`src/rtl/hazard_scoreboard_unit_if.sv`:
```
`default_nettype none
// ============================================================================
//  Module      : hazard_scoreboard_unit_if
//  Description : Bundle of the ID-side, EX-issue and writeback-completion
//                signals that feed the hazard scoreboard, together with the
//                pipeline-control and diagnostic outputs it drives.
//                  master : pipeline side (drives requests, observes controls)
//                  slave  : scoreboard side
//  Ports       : issue_valid_ex/issue_rd_ex    long op leaving EX
//                complete_valid/complete_rd    long op writing back
//                valid_id, rs1/rs2 addr+used, rd_addr_id/rd_write_id,
//                is_long_id                    instruction currently in ID
//                redirect_ex                   taken branch/jump in EX
//                stall_pipeline, flush_id_ex, flush_if_id   pipeline control
//                pending_count, stall_cycles, timeout_err,
//                protocol_err                  status / sticky diagnostics
//  Revision    : 1.0 - initial release
// ============================================================================
interface hazard_scoreboard_unit_if #(
    parameter int REG_ADDR_W  = 5,
    parameter int MAX_PENDING = 4,
    parameter int CNT_W       = 8
);
    localparam int c_pc_w = $clog2(MAX_PENDING + 1);

    logic                  issue_valid_ex;
    logic [REG_ADDR_W-1:0] issue_rd_ex;
    logic                  complete_valid;
    logic [REG_ADDR_W-1:0] complete_rd;
    logic                  valid_id;
    logic [REG_ADDR_W-1:0] rs1_addr_id;
    logic [REG_ADDR_W-1:0] rs2_addr_id;
    logic                  rs1_used_id;
    logic                  rs2_used_id;
    logic [REG_ADDR_W-1:0] rd_addr_id;
    logic                  rd_write_id;
    logic                  is_long_id;
    logic                  redirect_ex;
    logic                  stall_pipeline;
    logic                  flush_id_ex;
    logic                  flush_if_id;
    logic [c_pc_w-1:0]     pending_count;
    logic [CNT_W-1:0]      stall_cycles;
    logic                  timeout_err;
    logic                  protocol_err;

    modport master (
        output issue_valid_ex, issue_rd_ex, complete_valid, complete_rd,
               valid_id, rs1_addr_id, rs2_addr_id, rs1_used_id, rs2_used_id,
               rd_addr_id, rd_write_id, is_long_id, redirect_ex,
        input  stall_pipeline, flush_id_ex, flush_if_id, pending_count,
               stall_cycles, timeout_err, protocol_err
    );

    modport slave (
        input  issue_valid_ex, issue_rd_ex, complete_valid, complete_rd,
               valid_id, rs1_addr_id, rs2_addr_id, rs1_used_id, rs2_used_id,
               rd_addr_id, rd_write_id, is_long_id, redirect_ex,
        output stall_pipeline, flush_id_ex, flush_if_id, pending_count,
               stall_cycles, timeout_err, protocol_err
    );
endinterface
`default_nettype wire

```
`src/rtl/hazard_scoreboard_unit.sv`:
```
`default_nettype none
// ============================================================================
//  Module      : hazard_scoreboard_unit
//  Description : Per-register pending scoreboard for long-latency writebacks
//                (variable-latency loads, MUL/DIV). Detects RAW, WAW and
//                structural hazards for the instruction in ID, merges EX
//                redirect flushes, and keeps stall-length and sticky error
//                diagnostics.
//  Ports       : clk    - clock, rising edge
//                rst_n  - synchronous active-low reset
//                bus    - hazard_scoreboard_unit_if.slave (requests in,
//                         pipeline controls and diagnostics out)
//  Revision    : 1.0 - initial release
// ============================================================================
module hazard_scoreboard_unit #(
    parameter int REG_ADDR_W    = 5,
    parameter int MAX_PENDING   = 4,
    parameter int STALL_TIMEOUT = 255,
    parameter int CNT_W         = 8
) (
    input  wire logic               clk,
    input  wire logic               rst_n,
    hazard_scoreboard_unit_if.slave bus
);

    localparam int                c_num_regs = 2 ** REG_ADDR_W;
    localparam int                c_pc_w     = $clog2(MAX_PENDING + 1);
    localparam logic [c_pc_w-1:0] c_max_pend = c_pc_w'(MAX_PENDING);
    localparam logic [CNT_W-1:0]  c_cnt_max  = '1;
    localparam logic [31:0]       c_timeout_last = 32'(STALL_TIMEOUT - 1);

    // ------------------------------------------------------------------------
    // State
    // ------------------------------------------------------------------------
    logic [c_num_regs-1:0] r_pend;
    logic [c_pc_w-1:0]     r_pending_count;
    logic [CNT_W-1:0]      r_stall_cycles;
    logic                  r_timeout_err;
    logic                  r_protocol_err;

    // ------------------------------------------------------------------------
    // Issue / completion qualification
    // ------------------------------------------------------------------------
    logic w_issue_req;
    logic w_issue_acc;
    logic w_issue_err;
    logic w_full;
    logic w_comp_req;
    logic w_comp_acc;
    logic w_comp_err;

    assign w_full      = (r_pending_count == c_max_pend);
    // x0 is never tracked, so issues and completions to it are simply dropped.
    assign w_issue_req = bus.issue_valid_ex && (bus.issue_rd_ex != '0);
    assign w_issue_acc = w_issue_req && !w_full;
    assign w_issue_err = w_issue_req && w_full;
    assign w_comp_req  = bus.complete_valid && (bus.complete_rd != '0);
    assign w_comp_acc  = w_comp_req && r_pend[bus.complete_rd];
    assign w_comp_err  = w_comp_req && !r_pend[bus.complete_rd];

    // Clear first, then set: when the same rd completes and issues in one
    // cycle the issuing instruction is younger, so the entry stays pending.
    logic [c_num_regs-1:0] w_pend_next;
    always_comb begin
        w_pend_next = r_pend;
        if (w_comp_acc) begin
            w_pend_next[bus.complete_rd] = 1'b0;
        end
        if (w_issue_acc) begin
            w_pend_next[bus.issue_rd_ex] = 1'b1;
        end
        w_pend_next[0] = 1'b0;
    end

    logic [c_pc_w-1:0] w_count_next;
    always_comb begin
        w_count_next = r_pending_count;
        case ({w_issue_acc, w_comp_acc})
            2'b10:   w_count_next = r_pending_count + c_pc_w'(1);
            2'b01:   w_count_next = r_pending_count - c_pc_w'(1);
            default: w_count_next = r_pending_count;
        endcase
    end

    // ------------------------------------------------------------------------
    // Hazard detection for the instruction in ID
    // ------------------------------------------------------------------------
    // A register is "busy" if it is pending and not being written back right
    // now, or if a long op targeting it is leaving EX this very cycle (the
    // scoreboard bit only appears at the next edge, so match it directly).
    // The issue match also covers same-cycle issue+complete to one rd.
    logic w_rs1_busy;
    logic w_rs2_busy;
    logic w_rd_busy;

    assign w_rs1_busy =
        (r_pend[bus.rs1_addr_id] &&
         !(bus.complete_valid && (bus.complete_rd == bus.rs1_addr_id))) ||
        (bus.issue_valid_ex && (bus.issue_rd_ex == bus.rs1_addr_id));
    assign w_rs2_busy =
        (r_pend[bus.rs2_addr_id] &&
         !(bus.complete_valid && (bus.complete_rd == bus.rs2_addr_id))) ||
        (bus.issue_valid_ex && (bus.issue_rd_ex == bus.rs2_addr_id));
    assign w_rd_busy =
        (r_pend[bus.rd_addr_id] &&
         !(bus.complete_valid && (bus.complete_rd == bus.rd_addr_id))) ||
        (bus.issue_valid_ex && (bus.issue_rd_ex == bus.rd_addr_id));

    logic w_raw;
    logic w_waw;
    logic w_struct;
    logic w_hazard;

    assign w_raw = bus.valid_id &&
                   ((bus.rs1_used_id && (bus.rs1_addr_id != '0) && w_rs1_busy) ||
                    (bus.rs2_used_id && (bus.rs2_addr_id != '0) && w_rs2_busy));
    assign w_waw = bus.valid_id && bus.rd_write_id &&
                   (bus.rd_addr_id != '0) && w_rd_busy;
    // A completion this cycle frees a slot before the ID op can issue.
    assign w_struct = bus.valid_id && bus.is_long_id && w_full &&
                      !bus.complete_valid;
    assign w_hazard = w_raw || w_waw || w_struct;

    // ------------------------------------------------------------------------
    // Pipeline control: a redirect squashes the ID instruction anyway, so it
    // overrides any stall and is not counted as one.
    // ------------------------------------------------------------------------
    logic w_stall;
    logic w_flush_id_ex;
    logic w_flush_if_id;

    always_comb begin
        w_stall       = 1'b0;
        w_flush_id_ex = 1'b0;
        w_flush_if_id = 1'b0;
        if (bus.redirect_ex) begin
            w_flush_id_ex = 1'b1;
            w_flush_if_id = 1'b1;
        end else if (w_hazard) begin
            w_stall       = 1'b1;
            w_flush_id_ex = 1'b1;
        end
    end

    // ------------------------------------------------------------------------
    // Registers
    // ------------------------------------------------------------------------
    always_ff @(posedge clk) begin
        if (!rst_n) begin
            r_pend          <= '0;
            r_pending_count <= '0;
            r_stall_cycles  <= '0;
            r_timeout_err   <= 1'b0;
            r_protocol_err  <= 1'b0;
        end else begin
            r_pend          <= w_pend_next;
            r_pending_count <= w_count_next;

            if (w_stall) begin
                if (r_stall_cycles != c_cnt_max) begin
                    r_stall_cycles <= r_stall_cycles + CNT_W'(1);
                end
            end else begin
                r_stall_cycles <= '0;
            end

            // r_stall_cycles counts earlier stall cycles, so reaching
            // STALL_TIMEOUT-1 while stalling marks the STALL_TIMEOUT-th one.
            if (w_stall && (32'(r_stall_cycles) >= c_timeout_last)) begin
                r_timeout_err <= 1'b1;
            end

            if (w_issue_err || w_comp_err) begin
                r_protocol_err <= 1'b1;
            end
        end
    end

    // ------------------------------------------------------------------------
    // Outputs
    // ------------------------------------------------------------------------
    assign bus.stall_pipeline = w_stall;
    assign bus.flush_id_ex    = w_flush_id_ex;
    assign bus.flush_if_id    = w_flush_if_id;
    assign bus.pending_count  = r_pending_count;
    assign bus.stall_cycles   = r_stall_cycles;
    assign bus.timeout_err    = r_timeout_err;
    assign bus.protocol_err   = r_protocol_err;

endmodule
`default_nettype wire
```
`src/flat_wrapper.sv`:
```
// flat-port wrapper written by rule: the top's interface ports become plain ports
module hazard_scoreboard_unit_flat 
#(
    parameter int REG_ADDR_W    = 5,
    parameter int MAX_PENDING   = 4,
    parameter int STALL_TIMEOUT = 255,
    parameter int CNT_W         = 8
)
  (clk, rst_n, bus_issue_valid_ex, bus_issue_rd_ex, bus_complete_valid, bus_complete_rd, bus_valid_id, bus_rs1_addr_id, bus_rs2_addr_id, bus_rs1_used_id, bus_rs2_used_id, bus_rd_addr_id, bus_rd_write_id, bus_is_long_id, bus_redirect_ex, bus_stall_pipeline, bus_flush_id_ex, bus_flush_if_id, bus_pending_count, bus_stall_cycles, bus_timeout_err, bus_protocol_err);
  hazard_scoreboard_unit_if #(.REG_ADDR_W(REG_ADDR_W), .MAX_PENDING(MAX_PENDING), .CNT_W(CNT_W)) bus_i ();
  input  wire logic clk;
  input  wire logic rst_n;
  input wire logic [$bits(bus_i.issue_valid_ex)-1:0] bus_issue_valid_ex;
  input wire logic [$bits(bus_i.issue_rd_ex)-1:0] bus_issue_rd_ex;
  input wire logic [$bits(bus_i.complete_valid)-1:0] bus_complete_valid;
  input wire logic [$bits(bus_i.complete_rd)-1:0] bus_complete_rd;
  input wire logic [$bits(bus_i.valid_id)-1:0] bus_valid_id;
  input wire logic [$bits(bus_i.rs1_addr_id)-1:0] bus_rs1_addr_id;
  input wire logic [$bits(bus_i.rs2_addr_id)-1:0] bus_rs2_addr_id;
  input wire logic [$bits(bus_i.rs1_used_id)-1:0] bus_rs1_used_id;
  input wire logic [$bits(bus_i.rs2_used_id)-1:0] bus_rs2_used_id;
  input wire logic [$bits(bus_i.rd_addr_id)-1:0] bus_rd_addr_id;
  input wire logic [$bits(bus_i.rd_write_id)-1:0] bus_rd_write_id;
  input wire logic [$bits(bus_i.is_long_id)-1:0] bus_is_long_id;
  input wire logic [$bits(bus_i.redirect_ex)-1:0] bus_redirect_ex;
  output wire logic [$bits(bus_i.stall_pipeline)-1:0] bus_stall_pipeline;
  output wire logic [$bits(bus_i.flush_id_ex)-1:0] bus_flush_id_ex;
  output wire logic [$bits(bus_i.flush_if_id)-1:0] bus_flush_if_id;
  output wire logic [$bits(bus_i.pending_count)-1:0] bus_pending_count;
  output wire logic [$bits(bus_i.stall_cycles)-1:0] bus_stall_cycles;
  output wire logic [$bits(bus_i.timeout_err)-1:0] bus_timeout_err;
  output wire logic [$bits(bus_i.protocol_err)-1:0] bus_protocol_err;
  assign bus_i.issue_valid_ex = bus_issue_valid_ex;
  assign bus_i.issue_rd_ex = bus_issue_rd_ex;
  assign bus_i.complete_valid = bus_complete_valid;
  assign bus_i.complete_rd = bus_complete_rd;
  assign bus_i.valid_id = bus_valid_id;
  assign bus_i.rs1_addr_id = bus_rs1_addr_id;
  assign bus_i.rs2_addr_id = bus_rs2_addr_id;
  assign bus_i.rs1_used_id = bus_rs1_used_id;
  assign bus_i.rs2_used_id = bus_rs2_used_id;
  assign bus_i.rd_addr_id = bus_rd_addr_id;
  assign bus_i.rd_write_id = bus_rd_write_id;
  assign bus_i.is_long_id = bus_is_long_id;
  assign bus_i.redirect_ex = bus_redirect_ex;
  assign bus_stall_pipeline = bus_i.stall_pipeline;
  assign bus_flush_id_ex = bus_i.flush_id_ex;
  assign bus_flush_if_id = bus_i.flush_if_id;
  assign bus_pending_count = bus_i.pending_count;
  assign bus_stall_cycles = bus_i.stall_cycles;
  assign bus_timeout_err = bus_i.timeout_err;
  assign bus_protocol_err = bus_i.protocol_err;
  hazard_scoreboard_unit #(.REG_ADDR_W(REG_ADDR_W), .MAX_PENDING(MAX_PENDING), .STALL_TIMEOUT(STALL_TIMEOUT), .CNT_W(CNT_W)) u_core (.clk(clk), .rst_n(rst_n), .bus(bus_i));
endmodule
```
`config.mk`:
```
export PLATFORM = sky130hd
export DESIGN_NAME = hazard_scoreboard_unit_flat
export DESIGN_NICKNAME = d
export VERILOG_FILES = /design/src/rtl/hazard_scoreboard_unit_if.sv /design/src/rtl/hazard_scoreboard_unit.sv /design/src/flat_wrapper.sv
export SDC_FILE = /design/constraint.sdc
export NUM_CORES = 1
export LEC_CHECK = 0
export BUFFER_PORTS_ARGS = -buffer_cell sky130_fd_sc_hd__buf_2
export CAP_MARGIN = 20
export CORE_ASPECT_RATIO = 0.7
export CORE_MARGIN = 2
export CORE_UTILIZATION = 45
export DETAILED_ROUTE_END_ITERATION = 8
export MAX_ROUTING_LAYER = met4
export PLACE_DENSITY = 0.7
export SLEW_MARGIN = 10
export SYNTH_ARGS = -nofsm -noshare
export SYNTH_HDL_FRONTEND = slang
export SYNTH_SLANG_ARGS = --single-unit
```
`constraint.sdc`:
```
create_clock -name clk -period 3.27 [get_ports clk]
set_input_delay 0.654 -clock clk [delete_from_list [all_inputs] [get_ports clk]]
set_output_delay 0.654 -clock clk [all_outputs]
set_load 0.005 [all_outputs]
```
==> results of run 1 <==
[worst max-delay path: stages]
cell and delay (ps):
clkbuf_4 250, mux4_2 530, mux2i_1 180, a21oi_1 90, o22ai_1 220, o41a_1 170
o211a_4 190, nand2b_1 50, buf_2 120
[what timing repair did]
item | 4_1_cts | 5_1_grt
endpoints found under the setup margin | 0 | 2
setup buffers | 0 | 0
gates resized for setup | 0 | 3
[cell usage after synthesis, types with 4 or more instances]
| cell | instances |
|---|---|
| and2_1 | 4 |
| and3_1 | 6 |
| mux4_1 | 4 |
| or3_1 | 7 |
| xnor2_1 | 19 |
| a21boi_1 | 15 |
| buf_2 | 8 |
| clkbuf_1 | 13 |
| o22ai_1 | 4 |
| nand2b_1 | 6 |
| a21oi_1 | 19 |
| nand2_1 | 39 |
| nor3_1 | 15 |
| a211oi_1 | 4 |
| mux2i_1 | 21 |
| nand3_1 | 15 |
| dfxtp_1 | 44 |
| mux4_2 | 20 |
| inv_1 | 11 |
| buf_4 | 6 |
| o21ai_0 | 35 |
| xor2_1 | 18 |
| nor4_1 | 9 |
| nor2_1 | 35 |
| nor2b_1 | 6 |
[power by group through the flow]
stage	sequential (mW)	combinational (mW)	clock, mW
after floorplan	0.565	0.186	0
final	0.558	0.276	0.603
after global placement	0.569	0.263	0
after CTS	0.557	0.270	0.602
after global routing	0.559	0.298	0.631
after detailed placement	0.569	0.269	0
[state kept, by name (all words and copies together) (netlist names)]
name	count
u_core.bus.timeout_err	1
u_core.r_pend	31
u_core.bus.pending_count	3
u_core.bus.protocol_err	1
u_core.bus.stall_cycles	8
[metal layers]
layer | wire (µm) | global-route usage, % | vias to the layer above
met5 | 0 | - | -
met4 | 244 | 6.46 | 0
met3 | 1490 | 6.04 | 26
met2 | 4810 | 38.4 | 239
met1 | 5150 | 38.8 | 1771
li1 | - | - | 1684
[per-stage QoR]
stage               util (%)  setup TNS (ps)
floorplan                  -               0
global placement        51.2               0
detailed placement      51.2           -38.7
CTS                     53.4               0
global route            53.6               0
finish                  53.6               0
[logic make-up (layout without fill, tap and decap cells)]
group           Yosys count  in the layout  synth area share (%)
flops                    44             44                  23.6
buf+inv                  44             87                  5.90
mux                      48             48                  21.4
fa+ha+maj                 4              4                  1.54
xor+xnor                 37             37                  8.68
simple gates            158            158                  21.6
compound gates          101            101                  17.2
[worst max path at each step]
| stage | from | endpoint | cells past startpoint |
|---|---|---|---|
| 2_1_floorplan | bus_complete_rd[0] | u_core.bus.pending_count[2] | 13 |
| 6_report | bus_rs1_addr_id[0] | bus_flush_id_ex | 9 |
| 3_5_place_dp | bus_complete_rd[0] | u_core.bus.pending_count[2] | 13 |
| 5_1_grt | bus_complete_rd[0] | u_core.bus.pending_count[2] | 13 |
| 3_3_place_gp | bus_rs1_addr_id[0] | bus_flush_id_ex | 9 |
| 4_1_cts | bus_rs1_addr_id[0] | bus_flush_id_ex | 9 |
[area by class of cell]
cell class,instances,share of cell area [%]
flip-flops and latches,44,20.7
multi-input cells,348,62.1
repair buffers,67,8.94
inverters,12,1.06
clock inverters,2,0.912
clock buffers,6,3.26
well taps,101,2.97
==> results by group, run 1 <==
Outcome
  • Status: completed

Power
  • Psw: slightly below 0.4 mW
  • Comb pwr share: a little under a fifth
  • Worst IR Drop VDD: 0.209 mV
  • Int Power: about 1.0 mW
  • Pwr per Cell Area: around 340 nW/µm²
  • Clock Power Share: a little over two fifths
  • Switching share of power: 27.4%
  • Sequential share of power: about 39%
  • Final Power: 1.44 mW
  • Leak pwr: about 1.6 nW

STA
  • F_max: about 320 MHz
  • Slew Limit Headroom: 30.2%
  • Final max-slew violation count: 0
  • Fin crit period: around 3100 ps
  • Least-Margin Pin Slew: between 1000 and 1500 ps
  • Skew final: approximately 7.4 ps
  • Hold WS: 467 ps
  • Setup violators final: 0
  • Final hold vios: 0
  • Fin worst setup slack: about 140 ps
  • RSZ-0062 raised after global routing: false
  • Fin crit share: 95.8%

Global routing
  • First-pass GRT wire length: 18.6 mm
  • Overflow after GRT: 0
  • All-Layer GR Usage: approximately 27%
  • Largest net degree at the start of global routing: 40
  • Number of global-route vias before repair: 3440
  • Initial antenna violation count: 0

Synth
  • Mapped Area: about 3700 µm²
  • Sequential fraction of the synthesis area: 23.6%
  • Largest cells by area after synthesis: dfxtp_1, mux4_2, mux2i_1
  • Number of synthesized register bits: 44
  • Post-Syn Instances: between 400 and 500
  • Count of cell types in the netlist: 55
  • Synth Flop Type: dfxtp_1
  • Post-synth EDFFs: 0
  • Post-synth top area share: 23.6%
  • Net Count, Synth: approximately 480
  • Yosys top cell by area: dfxtp_1
  • Synthesized area per cell: 8.56 µm²
  • Synth warn: 0
  • FFs w/ async S/R, synth: 0%

Finish
  • Design area: 4250 µm²
  • Nets: 517
  • Diode count: 0
  • Non-filler cells in the finished layout: 580
  • P&R area growth vs syn: 14.0%
  • Most common cell after layout, fill and taps aside: buf_2
  • Share of cells above drive strength 1: a little under a quarter
  • Most frequent cells in the layout: buf_2, dfxtp_1, nand2_1
  • Multi-input logic area: between 2000 and 3000 µm²
  • FF+latch area: about 880 µm²
  • Fill cell count: approximately 750

Place
  • Hpwl dp: 8.77 mm
  • IO Port Bufs: 50
  • Setup slack after placement: -38.7 ps
  • Post-placement cell count: 572
  • Post-DP Area: between 4000 and 5000 µm²
  • GP Congestion: roughly 1

Min path
  • Worst Hold Launch: u_core.bus.timeout_err
  • Hold-critical path depth: 2
  • Min-delay worst type: flop to flop
  • Hold Path Sink: u_core.bus.timeout_err

Clock tree
  • Root buf cell: clkbuf_16
  • Total CTS buffers: 5
  • Register clock-pin slew on the reported worst setup and hold paths: 60 ps
  • Clk buf depth: 2
  • Number of clock sinks: 44
  • Worst-skew pair later-pin latency: 290 ps
  • CTS HTree Levels: 2
  • CTS tree: yes
  • Hold Buf Count CTS: 0

Job
  • Max Cap Viol: 0

Floorplanning
  • IO Pins: between 50 and 60
  • Core ar.: ~8000 µm²
  • Die area: ~9100 µm²
  • Die width: ~110 µm
  • Std-Cell Rows: 27
  • Starting density of the core: around 47%
  • Die Y: 80.2 µm

Route
  • WL/cell: slightly above 20 µm
  • Wirelength, routed: around 12 mm
  • Initial detailed-routing violation count: 380
  • Router iterations before antenna repair: 5
  • Post-route DRC violation count: 0
  • DRT antenna net count: 0
  • Vias: ~3700
  • Vias per cell: 6.41

Critical path
  • Worst-path fanout max: 12
  • Worst flop-to-flop path startpoint: u_core.r_pend[27]
  • Path depth of the worst reg2reg path: 12
  • Reg-to-Reg End: u_core.bus.pending_count[2]
  • WS Path Type: input port to output pin
  • Setup crit end kind: output pin
  • CP Data Arrival Time: between 2000 and 2500 ps
  • R2R Setup Slk: between 400 and 500 ps
  • CP required: approximately 2600 ps
  • Crit path launch type: input port
Note: power is estimated with default switching activity, not from simulation.
==> run 2: changes to the inputs <==
==> constraint.sdc (replaced) <==
create_clock -name clk -period 3.27 [get_ports clk]
set_input_delay 0.327 -clock clk [delete_from_list [all_inputs] [get_ports clk]]
set_output_delay 0.327 -clock clk [all_outputs]
set_load 0.1 [all_outputs]
==> run 2 against run 1 <==
Net effect:
- total power up 2.0%
- design area decreased by 1.9%
- sequential cell count unchanged
- largest cell class unchanged
- wire length decreased by 0.69%
- largest power group unchanged
- die area is the same
- critical path type is now flop to flop
- combinational power increased by 14%
- final cell count decreased by 1.6%
- utilization fell by 0.99 points
- clock skew rose by 2.3 ps
- sequential power is essentially flat
==> results by group, run 2 (same netlist as run 1, synthesis figures left out) <==
Finish
  • Most frequent cells in the layout: buf_2, dfxtp_1, nand2_1
  • Number of flip-flops under the largest register name: 31
  • Most common cell after layout, fill and taps aside: buf_2
  • Share of cells above drive strength 1: roughly a fifth
  • Nets: 508
  • Largest register by flop count: u_core.r_pend
  • Diode count: 0
  • P&R area growth vs syn: 11.9%

Global routing
  • Largest net degree at the start of global routing: 40
  • All-Layer GR Usage: between 20 and 30%
  • Number of global-route vias before repair: around 3500
  • First-pass GRT wire length: between 15 and 20 mm
  • Overflow after GRT: 0
  • Initial antenna violation count: 0

Min path
  • Min-delay worst type: flop to flop
  • Hold-critical path depth: 2

Clock tree
  • Postcts setup bufs: 0
  • Root buf cell: clkbuf_16
  • CTS HTree Levels: 2
  • Clk buf depth: 2
  • Total CTS buffers: 5
  • Post-CTS sizing: 0
  • CTS tree: yes
  • Hold Buf Count CTS: 0
  • Number of clock sinks: 44
  • Worst-skew pair later-pin latency: between 200 and 300 ps
  • Register clock-pin slew on the reported worst setup and hold paths: 70 ps

Floorplanning
  • Die Y: around 80 µm
  • Core ar.: ~8000 µm²
  • Die width: approximately 110 µm
  • Starting density of the core: 47.0%
  • Die area: around 9100 µm²
  • Std-Cell Rows: 27
  • IO Pins: 51

Route
  • Router iterations before antenna repair: 5
  • Metal-1 WL: about 5.0 mm
  • Vias per cell: between 6 and 7
  • Post-route DRC violation count: 0
  • DRT antenna net count: 0
  • Met3 wire len: around 1.6 mm
  • Vias: 3692
  • Met2 Routed Length: 4.83 mm
  • WL/cell: a little over 20 µm
  • Max Used Layer: met4
  • Wirelength, routed: approximately 12 mm
  • Initial detailed-routing violation count: 507

Job
  • Max Cap Viol: 0

Power
  • Worst IR Drop VDD: between 0.2 and 0.25 mV
  • Pwr per Cell Area: around 350 nW/µm²
  • Leak pwr: roughly 1.6 nW
  • Final Power: roughly 1.5 mW

STA
  • RSZ-0062 raised after global routing: false
  • Setup TNS: 0 ps
  • Fin crit share: between 80% and 90%
  • Least-Margin Pin Slew: roughly 710 ps
  • Slew Limit Headroom: around 53%
  • Skew final: 9.64 ps
  • Final max-slew violation count: 0
  • F_max: around 340 MHz
  • Final hold vios: 0
  • Setup violators final: 0
  • Fin crit period: ~2900 ps
  • Hold WS: ~460 ps

Outcome
  • Status: completed

Place
  • GP Congestion: ~0.96
  • IO Port Bufs: 50
  • Hpwl dp: about 8.5 mm

Critical path
  • Setup crit end kind: flop
  • Path depth of the worst reg2reg path: 12
  • CP Data Arrival Time: roughly 3100 ps
  • Crit path launch type: flop
  • CP required: approximately 3500 ps
  • Worst-path fanout max: 5
  • WS Path Type: flop to flop
[run 2: routing by layer]
| layer | GRT usage (%) | up-vias |
|---|---|---|
| met3 | 6.72 | 29 |
| met1 | 37.2 | 1751 |
| met4 | 9.02 | 0 |
| li1 | - | 1675 |
| met5 | - | - |
| met2 | 38.7 | 237 |
[run 2: metrics by stage]
| step | cells | cell area, µm² | setup slack [ps] | util [%] |
|---|---|---|---|---|
| after floorplan | 436 | 3740 | 220 | - |
| after global placement | 563 | 4000 | 281 | 50.4 |
| after detailed placement | 563 | 4000 | 150 | 50.4 |
| after CTS | 571 | 4180 | 369 | 52.6 |
| after global routing | 571 | 4180 | 242 | 52.6 |
| final | 571 | 4180 | 346 | 52.6 |
[run 2: area by class of cell]
type                    count  area (µm²)
fillers                   756        3760
clock inverters             3        46.3
multi-input cells         348        2640
well taps                 101         126
inverters                  12        45.0
flip-flops and latches     44         881
repair buffers             58         310
clock buffers               5         125
[run 2: where the power goes]
part	switching, mW	internal [mW]
logic	0.209	0.106
registers	0.0125	0.545
clock network	0.229	0.363
[run 2: final timing paths]
path                                                    end  slack [ps]              startpoint
worst max-delay path            u_core.bus.pending_count[2]         350       u_core.r_pend[26]
worst min-delay path                 u_core.bus.timeout_err         460  u_core.bus.timeout_err
worst max register to register  u_core.bus.pending_count[2]         350       u_core.r_pend[26]
worst min register to register       u_core.bus.timeout_err         460  u_core.bus.timeout_err
[run 2: worst max-delay path: stages, from the launching register on]
cell and delay [ps]:
dfxtp_1 390, mux4_2 490, a22o_1 260, a311oi_1 280, nand3_1 170, nand2b_2 160
inv_2 70, ha_1 230, inv_1 80, fa_1 180, xor2_1 80, or3_1 310
a21boi_0 170
==> run 3: changes to the inputs <==
--- a/config.mk
+++ b/config.mk
@@ -5,14 +5,15 @@
 export SDC_FILE = /design/constraint.sdc
 export NUM_CORES = 1
 export LEC_CHECK = 0
+export ABC_AREA = 1
 export BUFFER_PORTS_ARGS = -buffer_cell sky130_fd_sc_hd__buf_2
 export CAP_MARGIN = 20
 export CORE_ASPECT_RATIO = 0.7
 export CORE_MARGIN = 2
-export CORE_UTILIZATION = 45
+export CORE_UTILIZATION = 55
 export DETAILED_ROUTE_END_ITERATION = 8
 export MAX_ROUTING_LAYER = met4
-export PLACE_DENSITY = 0.7
+export PLACE_DENSITY = 0.81
 export SLEW_MARGIN = 10
 export SYNTH_ARGS = -nofsm -noshare
 export SYNTH_HDL_FRONTEND = slang
==> run 3 against run 2 <==
Net effect:
- the flow now finishes with violations (design-rule violations)
- first-iteration DRC count fell by 2.2%
- design area grew 1.8%
- via count rose by 27%
- sequential cell count stayed put
- setup slack better by 23 ps
- synthesized cell count rose by 47%
- final cell count rose by 35%
- critical endpoint is now bus_stall_pipeline
- fmax rose by 0.80%
- non-clock buffer count grew 2
==> results by group, run 3 <==
Outcome
  • Status: complete, but fails checks
  • Failing checks: design-rule violations

Synth
  • Post-Synth Adder-Cell Area: 1.46%
  • Compound-Gate Fraction of Synth Area: a little over a quarter
  • Synth Area in XOR/XNOR: ~2.9%
  • Most frequent cell after synthesis: nand2_1
  • Multiplexer share of the synthesized area: 0%
  • Count of cell types in the netlist: 40
  • FFs w/ async S/R, synth: 0%
  • Synth Flop Type: dfxtp_1
  • Largest family of logic cells by synthesized area: simple AND/OR/NAND/NOR gates
  • Synth cell count leaders: nand2_1, inv_1, nand3_1
  • Synthesized area per cell: just over 6 µm²
  • Yosys top cell by area: dfxtp_1
  • Net Count, Synth: between 600 and 700
  • Mapped Area: approximately 4000 µm²
  • Post-Syn Instances: 640
  • Largest cells by area after synthesis: dfxtp_1, nand2_1, nand3_1
  • Number of synthesized register bits: 44
  • Post-synthesis simple-gate area fraction: 32.9%
  • Sequential fraction of the synthesis area: around 22%
  • Post-synth top area share: roughly 22%
  • Post-synth EDFFs: 0
  • Synth warn: 0

Floorplanning
  • Starting density of the core: a little under three fifths
  • Die area: roughly 8000 µm²
  • Die Y: approximately 75 µm
  • Std-Cell Rows: 25
  • Core ar.: approximately 6900 µm²
  • IO Pins: 51
  • Die width: about 110 µm

Finish
  • Number of flip-flops under the largest register name: 31
  • Largest register by flop count: u_core.r_pend
  • Most frequent cells in the layout: nand2_1, inv_1, nand3_1
  • Design area: around 4200 µm²
  • Most common cell after layout, fill and taps aside: nand2_1
  • Diode count: 0
  • Util after Layout: a little over 60%
  • Nets: 715
  • P&R area growth vs syn: 7.84%
  • Share of cells above drive strength 1: between 10% and 20%

Critical path
  • WS Path Type: input port to output pin
  • CP Data Arrival Time: around 2600 ps
  • Crit path to: bus_stall_pipeline
  • Path depth of the worst reg2reg path: 14
  • R2R Setup Slk: 800 ps
  • Worst flop-to-flop path startpoint: u_core.r_pend[8]
  • Setup crit end kind: output pin
  • Worst-path fanout max: 19
  • Reg-to-Reg End: u_core.bus.pending_count[2]
  • Crit path launch type: input port
  • CP required: approximately 2900 ps
  • Beginning of the critical path: bus_rs2_addr_id[0]

Route
  • WL/cell: 18.5 µm
  • Router iterations before antenna repair: 7
  • DRT antenna net count: 0
  • Post-route DRC violation count: 2
  • Initial detailed-routing violation count: roughly 500
  • Vias: about 4700
  • Wirelength, routed: about 14 mm
  • Vias per cell: slightly above 6

Place
  • Hpwl dp: 11.1 mm
  • GP Congestion: about 1.1
  • IO Port Bufs: 50
  • Post-DP Area: 4160 µm²
  • Setup slack after placement: 261 ps

Global routing
  • Largest net degree at the start of global routing: 32
  • All-Layer GR Usage: a little under two fifths
  • Overflow after GRT: 0
  • First-pass GRT wire length: roughly 22 mm
  • Initial antenna violation count: 0
  • Number of global-route vias before repair: 4134

Min path
  • Min-delay worst type: input port to flop
  • Hold-critical path depth: 2

STA
  • Least-Margin Pin Slew: between 1000 and 1500 ps
  • Fin worst setup slack: between 300 and 400 ps
  • Hold WS: 324 ps
  • RSZ-0062 raised after global routing: false
  • Fin crit share: ~89%
  • Final max-slew violation count: 0
  • F_max: approximately 340 MHz
  • Slew Limit Headroom: between 20% and 30%
  • Fin crit period: roughly 2900 ps
  • Skew final: between 5 and 6 ps
  • Final hold vios: 0
  • Setup TNS: 0 ps
  • Setup violators final: 0

Power
  • Worst IR Drop VDD: approximately 0.23 mV
  • Pwr per Cell Area: slightly above 300 nW/µm²
  • Leak pwr: ~1.7 nW

Job
  • Max Cap Viol: 0

Clock tree
  • Register clock-pin slew on the reported worst setup and hold paths: about 90 ps
  • Total CTS buffers: 5
  • Post-CTS sizing: 0
  • CTS tree: yes
  • Root buf cell: clkbuf_8
  • CTS HTree Levels: 2
  • Postcts setup bufs: 0
  • Hold Buf Count CTS: 0
  • Clk buf depth: 2
  • Worst-skew pair later-pin latency: ~300 ps
  • Number of clock sinks: 44
## run 3: kinds of logic after synthesis
kind of cell | after synthesis
AO/OA/AOI/OAI | 171
XOR/XNOR | 13
adder cells (fa/ha/maj) | 4
buffers and inverters | 113
flip-flops | 44
AND/OR/NAND/NOR | 295
## run 3: per-layer routing
| layer | global-route usage [%] | part of all wire (%) |
|---|---|---|
| met1 | 53.7 | 44 |
| met2 | 50.7 | 40 |
| met3 | 13.0 | 14 |
| met4 | 11.0 | 1.8 |
| met5 | - | 0 |
## run 3: final cells by class
class,count,area (µm²)
Multi-Input combinational cell,483,2520
Sequential cell,44,881
Clock buffer,5,68.8
Tap cell,94,118
Timing Repair Buffer,60,325
Inverter,82,315
Clock inverter,3,18.8
Fill cell,672,2600
## run 3: per-stage QoR
stage	cells	power, mW
2_1_floorplan	640	0.830
3_3_place_gp	763	0.928
3_5_place_dp	763	0.930
4_1_cts	771	1.27
5_1_grt	771	1.34
6_report	771	1.29
## run 3: how the worst min path moves through the flow
stage                         endpoint                   start
3_3_place_gp    u_core.bus.timeout_err  u_core.bus.timeout_err
6_report       u_core.bus.protocol_err                   rst_n
3_5_place_dp    u_core.bus.timeout_err  u_core.bus.timeout_err
2_1_floorplan   u_core.bus.timeout_err                   rst_n
4_1_cts        u_core.bus.protocol_err                   rst_n
5_1_grt        u_core.bus.protocol_err                   rst_n
## run 3: critical path, stage by stage
cell and delay (ps):
buf_2 330, inv_2 250, nand2_1 120, nand3_1 100
nand3_1 100, nand3_1 90, nand3_1 160, nand3_1 90
nand2_1 70, nand2_1 50, nand2_1 90, nand2_1 60
nand3_1 150, inv_1 80, nor2_1 80, buf_2 420
## run 3: where the power goes
| group | total, mW | switching (mW) | leakage [nW] | internal [mW] |
|---|---|---|---|---|
| logic | 0.376 | 0.278 | 1.33 | 0.0977 |
| registers | 0.557 | 0.0117 | 0.356 | 0.545 |
| clock network | 0.353 | 0.204 | 0.0479 | 0.149 |
| total | 1.29 | 0.494 | 1.73 | 0.792 |
